File: config.mk
export PLATFORM = sky130hd
export DESIGN_NAME = router_out_sched_flat
export DESIGN_NICKNAME = d
export VERILOG_FILES = /design/src/rtl/router_out_sched_if.sv /design/src/rtl/router_out_sched.sv /design/src/flat_wrapper.sv
export SDC_FILE = /design/constraint.sdc
export NUM_CORES = 1
export LEC_CHECK = 0
export CAP_MARGIN = 30
export CORE_MARGIN = 8
export CORE_UTILIZATION = 40
export DETAILED_ROUTE_END_ITERATION = 16
export PLACE_DENSITY_LB_ADDON = 0.12
export RECOVER_POWER = 50
export SLEW_MARGIN = 25
export SYNTH_ARGS = -nofsm -noshare
export SYNTH_HDL_FRONTEND = slang
export SYNTH_SLANG_ARGS = --single-unit
File: constraint.sdc
create_clock -name clk -period 2.6 [get_ports clk]
set_input_delay 0.26 -clock clk [delete_from_list [all_inputs] [get_ports clk]]
set_output_delay 0.26 -clock clk [all_outputs]
set_load 0.01 [all_outputs]
File: src/rtl/router_out_sched_if.sv
// Bundle of the FIFO-side and egress-link signals of the router output scheduler.
//   master : scheduler view (reads FIFO status/data, drives read strobes and the link)
//   slave  : FIFO/link view (drives FIFO status/data and link_ready, observes the rest)
// CNT_W must match the scheduler's CNT_W parameter.
interface router_out_sched_if #(
  parameter int unsigned CNT_W = 16
);
  logic             vld_out_0, vld_out_1, vld_out_2;
  logic             soft_reset_0, soft_reset_1, soft_reset_2;
  logic [7:0]       dout_0, dout_1, dout_2;
  logic             link_ready;
  logic             read_enb_0, read_enb_1, read_enb_2;
  logic [7:0]       link_data;
  logic             link_valid, link_sop, link_eop, link_abort;
  logic [1:0]       grant;
  logic [CNT_W-1:0] pkt_cnt_0, pkt_cnt_1, pkt_cnt_2;

  modport master (
    input  vld_out_0, vld_out_1, vld_out_2,
    input  soft_reset_0, soft_reset_1, soft_reset_2,
    input  dout_0, dout_1, dout_2,
    input  link_ready,
    output read_enb_0, read_enb_1, read_enb_2,
    output link_data, link_valid, link_sop, link_eop, link_abort,
    output grant,
    output pkt_cnt_0, pkt_cnt_1, pkt_cnt_2
  );

  modport slave (
    output vld_out_0, vld_out_1, vld_out_2,
    output soft_reset_0, soft_reset_1, soft_reset_2,
    output dout_0, dout_1, dout_2,
    output link_ready,
    input  read_enb_0, read_enb_1, read_enb_2,
    input  link_data, link_valid, link_sop, link_eop, link_abort,
    input  grant,
    input  pkt_cnt_0, pkt_cnt_1, pkt_cnt_2
  );
endinterface

File: src/rtl/router_out_sched.sv
// Packet-level round-robin read scheduler for the three router output FIFOs.
// Grants one FIFO at a time, reads header, payload and parity, and forwards the bytes onto
// one shared egress link with sop/eop markers; a soft reset of the granted FIFO truncates the
// packet with a one-cycle link_abort.
// Ports:
//   clk    : rising-edge clock
//   resetn : asynchronous active-low reset
//   bus    : router_out_sched_if.master (FIFO status/data in, read strobes, link, grant, counters)
// Optional feature: define ROUTER_SCHED_STATS_EN to build the saturating per-port packet
// counters; otherwise pkt_cnt_x are tied to zero.
module router_out_sched #(
  parameter int unsigned CNT_W = 16
) (
  input logic                clk,
  input logic                resetn,
  router_out_sched_if.master bus
);

  typedef enum logic [2:0] {StIdle, StHread, StHcap, StBody, StDrain} state_e;

  state_e     state_q, state_d;
  logic [1:0] grant_q, grant_d;
  logic [1:0] rr_ptr_q, rr_ptr_d;
  logic [6:0] left_q, left_d;
  logic       link_valid_q, link_valid_d;
  logic       link_sop_q, link_sop_d;
  logic       link_eop_q, link_eop_d;
  logic       link_abort_q, link_abort_d;

  logic [2:0] vld;
  logic       vld_g, srst_g, can_read, rd_issue;
  logic [7:0] dout_g;
  logic [1:0] pick, grant_inc;

  assign vld       = {bus.vld_out_2, bus.vld_out_1, bus.vld_out_0};
  assign grant_inc = (grant_q == 2'd2) ? 2'd0 : grant_q + 2'd1;

  // Signals of the granted port; grant 3 (idle) selects nothing.
  always_comb begin
    vld_g  = 1'b0;
    srst_g = 1'b0;
    dout_g = 8'h00;
    unique case (grant_q)
      2'd0: begin vld_g = bus.vld_out_0; srst_g = bus.soft_reset_0; dout_g = bus.dout_0; end
      2'd1: begin vld_g = bus.vld_out_1; srst_g = bus.soft_reset_1; dout_g = bus.dout_1; end
      2'd2: begin vld_g = bus.vld_out_2; srst_g = bus.soft_reset_2; dout_g = bus.dout_2; end
      default: ;
    endcase
  end

  // First requester at or after rr_ptr; only meaningful when some vld_out is set.
  always_comb begin
    pick = 2'd0;
    case (rr_ptr_q)
      2'd1:    pick = vld[1] ? 2'd1 : (vld[2] ? 2'd2 : 2'd0);
      2'd2:    pick = vld[2] ? 2'd2 : (vld[0] ? 2'd0 : 2'd1);
      default: pick = vld[0] ? 2'd0 : (vld[1] ? 2'd1 : 2'd2);
    endcase
  end

  assign can_read = vld_g && bus.link_ready && !srst_g;

  always_comb begin
    state_d      = state_q;
    grant_d      = grant_q;
    rr_ptr_d     = rr_ptr_q;
    left_d       = left_q;
    rd_issue     = 1'b0;
    link_sop_d   = 1'b0;
    link_eop_d   = 1'b0;
    link_abort_d = 1'b0;
    unique case (state_q)
      StIdle: begin
        if (|vld) begin
          grant_d = pick;
          state_d = StHread;
        end
      end
      StHread: begin
        if (can_read) begin
          rd_issue   = 1'b1;
          link_sop_d = 1'b1;
          state_d    = StHcap;
        end
      end
      StHcap: begin
        // Header is on dout now: payload bytes plus the parity byte remain.
        left_d  = {1'b0, dout_g[7:2]} + 7'd1;
        state_d = StBody;
      end
      StBody: begin
        if (can_read) begin
          rd_issue = 1'b1;
          left_d   = left_q - 7'd1;
          if (left_q == 7'd1) begin
            link_eop_d = 1'b1;
            state_d    = StDrain;
          end
        end
      end
      StDrain: begin
        rr_ptr_d = grant_inc;
        grant_d  = 2'd3;
        state_d  = StIdle;
      end
      default: state_d = StIdle;
    endcase
    // Flush of the granted FIFO overrides everything: truncate and move on.
    if (state_q != StIdle && srst_g) begin
      link_eop_d   = 1'b0;
      link_abort_d = 1'b1;
      rr_ptr_d     = grant_inc;
      grant_d      = 2'd3;
      left_d       = 7'd0;
      state_d      = StIdle;
    end
  end

  assign link_valid_d = rd_issue;

  always_ff @(posedge clk or negedge resetn) begin
    if (!resetn) begin
      state_q      <= StIdle;
      grant_q      <= 2'd3;
      rr_ptr_q     <= 2'd0;
      left_q       <= 7'd0;
      link_valid_q <= 1'b0;
      link_sop_q   <= 1'b0;
      link_eop_q   <= 1'b0;
      link_abort_q <= 1'b0;
    end else begin
      state_q      <= state_d;
      grant_q      <= grant_d;
      rr_ptr_q     <= rr_ptr_d;
      left_q       <= left_d;
      link_valid_q <= link_valid_d;
      link_sop_q   <= link_sop_d;
      link_eop_q   <= link_eop_d;
      link_abort_q <= link_abort_d;
    end
  end

  assign bus.read_enb_0 = rd_issue && (grant_q == 2'd0);
  assign bus.read_enb_1 = rd_issue && (grant_q == 2'd1);
  assign bus.read_enb_2 = rd_issue && (grant_q == 2'd2);

  // FIFO dout is itself a register loaded by read_enb, so the byte is forwarded in the cycle
  // after the read; grant is still held in that cycle (HCAP, BODY or DRAIN).
  assign bus.link_data  = link_valid_q ? dout_g : 8'h00;
  assign bus.link_valid = link_valid_q;
  assign bus.link_sop   = link_sop_q;
  assign bus.link_eop   = link_eop_q;
  assign bus.link_abort = link_abort_q;
  assign bus.grant      = grant_q;

`ifdef ROUTER_SCHED_STATS_EN
  logic             pkt_done;
  logic [CNT_W-1:0] cnt_q [3];
  logic [CNT_W-1:0] cnt_d [3];

  // DRAIN is the cycle link_eop is shown; a flush in that cycle discards the packet.
  assign pkt_done = (state_q == StDrain) && !srst_g;

  always_comb begin
    for (int i = 0; i < 3; i++) begin
      cnt_d[i] = cnt_q[i];
      if (pkt_done && (grant_q == 2'(i)) && (cnt_q[i] != '1)) begin
        cnt_d[i] = cnt_q[i] + CNT_W'(1);
      end
    end
  end

  always_ff @(posedge clk or negedge resetn) begin
    if (!resetn) begin
      for (int i = 0; i < 3; i++) cnt_q[i] <= '0;
    end else begin
      for (int i = 0; i < 3; i++) cnt_q[i] <= cnt_d[i];
    end
  end

  assign bus.pkt_cnt_0 = cnt_q[0];
  assign bus.pkt_cnt_1 = cnt_q[1];
  assign bus.pkt_cnt_2 = cnt_q[2];
`else
  assign bus.pkt_cnt_0 = CNT_W'(0);
  assign bus.pkt_cnt_1 = CNT_W'(0);
  assign bus.pkt_cnt_2 = CNT_W'(0);
`endif

endmodule

File: src/flat_wrapper.sv
// flat-port wrapper written by rule: the top's interface ports become plain ports
module router_out_sched_flat 
#(
  parameter int unsigned CNT_W = 16
)
  (clk, resetn, bus_vld_out_0, bus_vld_out_1, bus_vld_out_2, bus_soft_reset_0, bus_soft_reset_1, bus_soft_reset_2, bus_dout_0, bus_dout_1, bus_dout_2, bus_link_ready, bus_read_enb_0, bus_read_enb_1, bus_read_enb_2, bus_link_data, bus_link_valid, bus_link_sop, bus_link_eop, bus_link_abort, bus_grant, bus_pkt_cnt_0, bus_pkt_cnt_1, bus_pkt_cnt_2);
  router_out_sched_if #(.CNT_W(CNT_W)) bus_i ();
  input logic clk;
  input logic resetn;
  input wire logic [$bits(bus_i.vld_out_0)-1:0] bus_vld_out_0;
  input wire logic [$bits(bus_i.vld_out_1)-1:0] bus_vld_out_1;
  input wire logic [$bits(bus_i.vld_out_2)-1:0] bus_vld_out_2;
  input wire logic [$bits(bus_i.soft_reset_0)-1:0] bus_soft_reset_0;
  input wire logic [$bits(bus_i.soft_reset_1)-1:0] bus_soft_reset_1;
  input wire logic [$bits(bus_i.soft_reset_2)-1:0] bus_soft_reset_2;
  input wire logic [$bits(bus_i.dout_0)-1:0] bus_dout_0;
  input wire logic [$bits(bus_i.dout_1)-1:0] bus_dout_1;
  input wire logic [$bits(bus_i.dout_2)-1:0] bus_dout_2;
  input wire logic [$bits(bus_i.link_ready)-1:0] bus_link_ready;
  output wire logic [$bits(bus_i.read_enb_0)-1:0] bus_read_enb_0;
  output wire logic [$bits(bus_i.read_enb_1)-1:0] bus_read_enb_1;
  output wire logic [$bits(bus_i.read_enb_2)-1:0] bus_read_enb_2;
  output wire logic [$bits(bus_i.link_data)-1:0] bus_link_data;
  output wire logic [$bits(bus_i.link_valid)-1:0] bus_link_valid;
  output wire logic [$bits(bus_i.link_sop)-1:0] bus_link_sop;
  output wire logic [$bits(bus_i.link_eop)-1:0] bus_link_eop;
  output wire logic [$bits(bus_i.link_abort)-1:0] bus_link_abort;
  output wire logic [$bits(bus_i.grant)-1:0] bus_grant;
  output wire logic [$bits(bus_i.pkt_cnt_0)-1:0] bus_pkt_cnt_0;
  output wire logic [$bits(bus_i.pkt_cnt_1)-1:0] bus_pkt_cnt_1;
  output wire logic [$bits(bus_i.pkt_cnt_2)-1:0] bus_pkt_cnt_2;
  assign bus_i.vld_out_0 = bus_vld_out_0;
  assign bus_i.vld_out_1 = bus_vld_out_1;
  assign bus_i.vld_out_2 = bus_vld_out_2;
  assign bus_i.soft_reset_0 = bus_soft_reset_0;
  assign bus_i.soft_reset_1 = bus_soft_reset_1;
  assign bus_i.soft_reset_2 = bus_soft_reset_2;
  assign bus_i.dout_0 = bus_dout_0;
  assign bus_i.dout_1 = bus_dout_1;
  assign bus_i.dout_2 = bus_dout_2;
  assign bus_i.link_ready = bus_link_ready;
  assign bus_read_enb_0 = bus_i.read_enb_0;
  assign bus_read_enb_1 = bus_i.read_enb_1;
  assign bus_read_enb_2 = bus_i.read_enb_2;
  assign bus_link_data = bus_i.link_data;
  assign bus_link_valid = bus_i.link_valid;
  assign bus_link_sop = bus_i.link_sop;
  assign bus_link_eop = bus_i.link_eop;
  assign bus_link_abort = bus_i.link_abort;
  assign bus_grant = bus_i.grant;
  assign bus_pkt_cnt_0 = bus_i.pkt_cnt_0;
  assign bus_pkt_cnt_1 = bus_i.pkt_cnt_1;
  assign bus_pkt_cnt_2 = bus_i.pkt_cnt_2;
  router_out_sched #(.CNT_W(CNT_W)) u_core (.clk(clk), .resetn(resetn), .bus(bus_i));
endmodule
==> impl_metrics.env <==
export IMPL_path_common_cell="buf_4"
export IMPL_max_freq_mhz=401
export IMPL_clockBufferDepth=2
export IMPL_tns_ns=0
export IMPL_cp_data_arrival_time_ns=2.23
export IMPL_layout_cells_non_filler=343
export IMPL_start_util_pct=40.8
export IMPL_maxSlewViolCount=0
export IMPL_p_total_w=0.00215
export IMPL_cap_violations=0
export IMPL_dp_cells=333
export IMPL_worst_slew_pin_slew_ns=0.786
export IMPL_cts_sinks=18
export IMPL_fin_util_pct=52.1
export IMPL_period_share_pct=96.0
export IMPL_path_depth=6
export IMPL_r2r_cells=9
export IMPL_coreArea_um2=4630
export IMPL_gp_congestion=0.834
export IMPL_die_h_um=84.8
export IMPL_clk_latency_ns=0.26
export IMPL_via_per_inst=4.71
export IMPL_ant_nets=0
export IMPL_path_class="flop to output port"
export IMPL_ir_drop_mv=0.620
export IMPL_slew_headroom_pct=47.6
export IMPL_fill_cells=453
export IMPL_grt_pass1_vias=1694
export IMPL_start_kind="flop"
export IMPL_crit_slowest_cell="dfstp_2"
export IMPL_min_delay_path_class="input port to asynchronous set/reset pin"
export IMPL_grt_overflow=0
export IMPL_drc=0
export IMPL_period_minus_slack_ns=2.49
export IMPL_setup_slack_ns=0.105
export IMPL_diodes=0
export IMPL_async_flop_share_pct=100
export IMPL_cts_tree="done"
export IMPL_syn_inst=225
export IMPL_finalSetupViolCount=0
export IMPL_synth_top_cell_area_share_pct=21.2
export IMPL_ys_ff_latch=18
export IMPL_wl_per_cell_um=14.1
export IMPL_num_rows=25
export IMPL_grt_max_degree=19
export IMPL_drtIter0Drc=44
export IMPL_numPortBuffers=49
export IMPL_drt_first_pass_iters=4
export IMPL_yosysSeqAreaShare_pct=24.0
export IMPL_endpoint_kind="output port"
export IMPL_wirelength_um=4830
export IMPL_rsz0062_at_grt="true"
export IMPL_nets=328
export IMPL_path_cells="buf_4, mux2i_1, o2bb2ai_2, buf_4, nor2b_1, clkdlybuf4s50_1"
export IMPL_grt_antenna_before_repair=0
export IMPL_leakage_nw=1.10
export IMPL_ctsHoldBuffers=0
export IMPL_drive_gt1_share_pct=15.2
export IMPL_yosys_warnings=0
export IMPL_cts_buffers=3
export IMPL_final_hold_viol_count=0
export IMPL_critPathMaxFanout=13
export IMPL_syn_area_per_cell_um2=8.40
export IMPL_crit_family="buffers and inverters"
export IMPL_pwr_density_cell_nw_per_um2=893
export IMPL_cp_required_ns=2.34
export IMPL_syn_area_um2=1890
export IMPL_die_area_um2=7180
export IMPL_skew_ns=0.00191
export IMPL_htreeDepth=1
export IMPL_dp_hpwl_um=3970
export IMPL_synth_edf_count=0
export IMPL_synth_area_leaders="dfrtp_1 21%, buf_4 20%, mux2i_1 6.4%, nor2_1 3.8%, a21oi_1 3.4%"
export IMPL_areaGrowthSynthToFinish_pct=27.5
export IMPL_ios=98
export IMPL_slowest_delay_ns=0.61
export IMPL_clk_pin_slew_worst_paths_ns=0.07
export IMPL_ys_types=53
export IMPL_root_buffer="clkbuf_8"
export IMPL_die_w_um=84.8
export IMPL_gr_usage_all_layers_pct=13.2
export IMPL_num_vias=1617
export IMPL_yosysTopAreaCell="dfrtp_1"
export IMPL_pre_cts_slack_ns=0.149
export IMPL_path_buf_inv=3
export IMPL_ys_dominant_reg_cell="dfrtp_1"
export IMPL_status="complete, no violations"
export IMPL_grt_pass1_wl_um=7800
path summary, 6_finish.rpt:
| kind | start | slack, ns | to |
|---|---|---|---|
| setup / recovery | u_core.bus.grant[0]$_DFFE_PN1P_ | 0.11 | bus_link_data[2] |
| hold / removal | resetn | 0.28 | u_core.bus.link_valid$_DFF_PN0_ |
| setup reg to reg | u_core.bus.grant[0]$_DFFE_PN1P_ | 0.24 | u_core.left_q[4]$_DFFE_PN0P_ |
| hold reg to reg | u_core.left_q[6]$_DFFE_PN0P_ | 0.50 | u_core.left_q[6]$_DFFE_PN0P_ |
| max in group asynchronous | resetn | 1.35 | u_core.left_q[1]$_DFFE_PN0P_ |
| min in group clk | u_core.left_q[6]$_DFFE_PN0P_ | 0.50 | u_core.left_q[6]$_DFFE_PN0P_ |
layer usage:
layer	wire length (µm)	track usage, %	share of wire, %
met1	2120	14.7	44
met2	2380	24.0	49
met3	289	3.02	6.0
met4	44	4.37	0.91
met5	0	0	0
registers in the layout, indices dropped and copies added, names as in the netlist:
signal,count
u_core.left_q,7
u_core.state_q,3
u_core.bus.grant,2
u_core.rr_ptr_q,2
u_core.bus.link_abort,1
u_core.bus.link_eop,1
u_core.bus.link_sop,1
u_core.bus.link_valid,1
metrics by stage:
step	cell area, µm²	hold WS (ns)
finish	2410	0.285
global placement	2310	0.491
global route	2410	0.293
CTS	2380	0.504
detailed placement	2310	0.487
floorplan	2070	-0.0356
worst reg2reg max path: stages, from the launching register on:
cell	delay, ns
dfstp_2	0.61
buf_4	0.26
mux2i_1	0.12
o2bb2ai_2	0.20
ha_1	0.17
inv_1	0.05
or3b_1	0.42
xor2_1	0.17
a21oi_1	0.16
o21ai_1	0.07
synthesized netlist by cell type (2+ instances only):
master,instances
nand3_1,3
o21ai_2,2
nor2_1,19
o21ai_1,12
nor2b_1,3
buf_4,50
ha_1,5
and2_1,5
nor4_1,4
nand3b_1,2
dfstp_2,2
nand2b_1,2
dfrtp_1,16
o2bb2ai_2,3
o21ai_0,5
xnor2_1,3
inv_1,8
buf_2,2
buf_6,2
nor3_1,6
mux2i_1,12
or3_1,2
a21oi_1,13
nand2_1,15
kinds of logic (layout without fill, tap and decap cells):
family / Yosys count / count (layout) / share of synthesized area [%]
AND/OR/NAND/NOR: 72 / 72 / 20.8
buffers and inverters: 65 / 82 / 23.8
multiplexers: 14 / 14 / 8.14
adder cells (fa/ha/maj): 5 / 5 / 3.31
flip-flops: 18 / 18 / 24.0
AO/OA/AOI/OAI: 46 / 46 / 17.9
XOR/XNOR: 4 / 4 / 1.85
other: 1 / 48 / 0.198
area by class of cell:
cell class	instances	area [µm²]	share of cell area, %
inverters	9	33.8	1.40
repair buffers	69	633	26.3
well taps	54	67.6	2.80
clock buffers	4	55.1	2.28
flip-flops and latches	18	453	18.8
multi-input cells	189	1170	48.5
repair_timing:
item / CTS / global route
gates resized for setup: 3 / 1
pin swaps: 0 / 1
setup buffers: 2 / 3
endpoints found under the setup margin: 3 / 2
power by group:
group	leakage [nW]	internal [W]	switching [W]
Sequential	0.234	0.000379	0.000103
Combinational	0.839	0.000683	0.000757
Clock	0.0288	0.000135	0.0000958
cell usage in the layout, fill, tap and decap left out, drive strengths merged, types with 2 or more instances in the layout:
master / instances
o21ai: 19
nand3b: 2
inv: 9
nor2b: 3
clkdlybuf4s50: 42
mux2i: 13
nand2: 15
nor3: 6
dlygate4sd2: 3
ha: 5
nor4: 5
or2: 2
clkbuf: 5
a21oi: 13
or3: 3
dfstp: 2
xnor2: 3
o2bb2ai: 4
conb: 48
nand3: 4
buf: 19
dlygate4sd3: 4
and2: 5
nor2: 19
nand2b: 2
dfrtp: 16
Power figures use the tool's default switching activity.
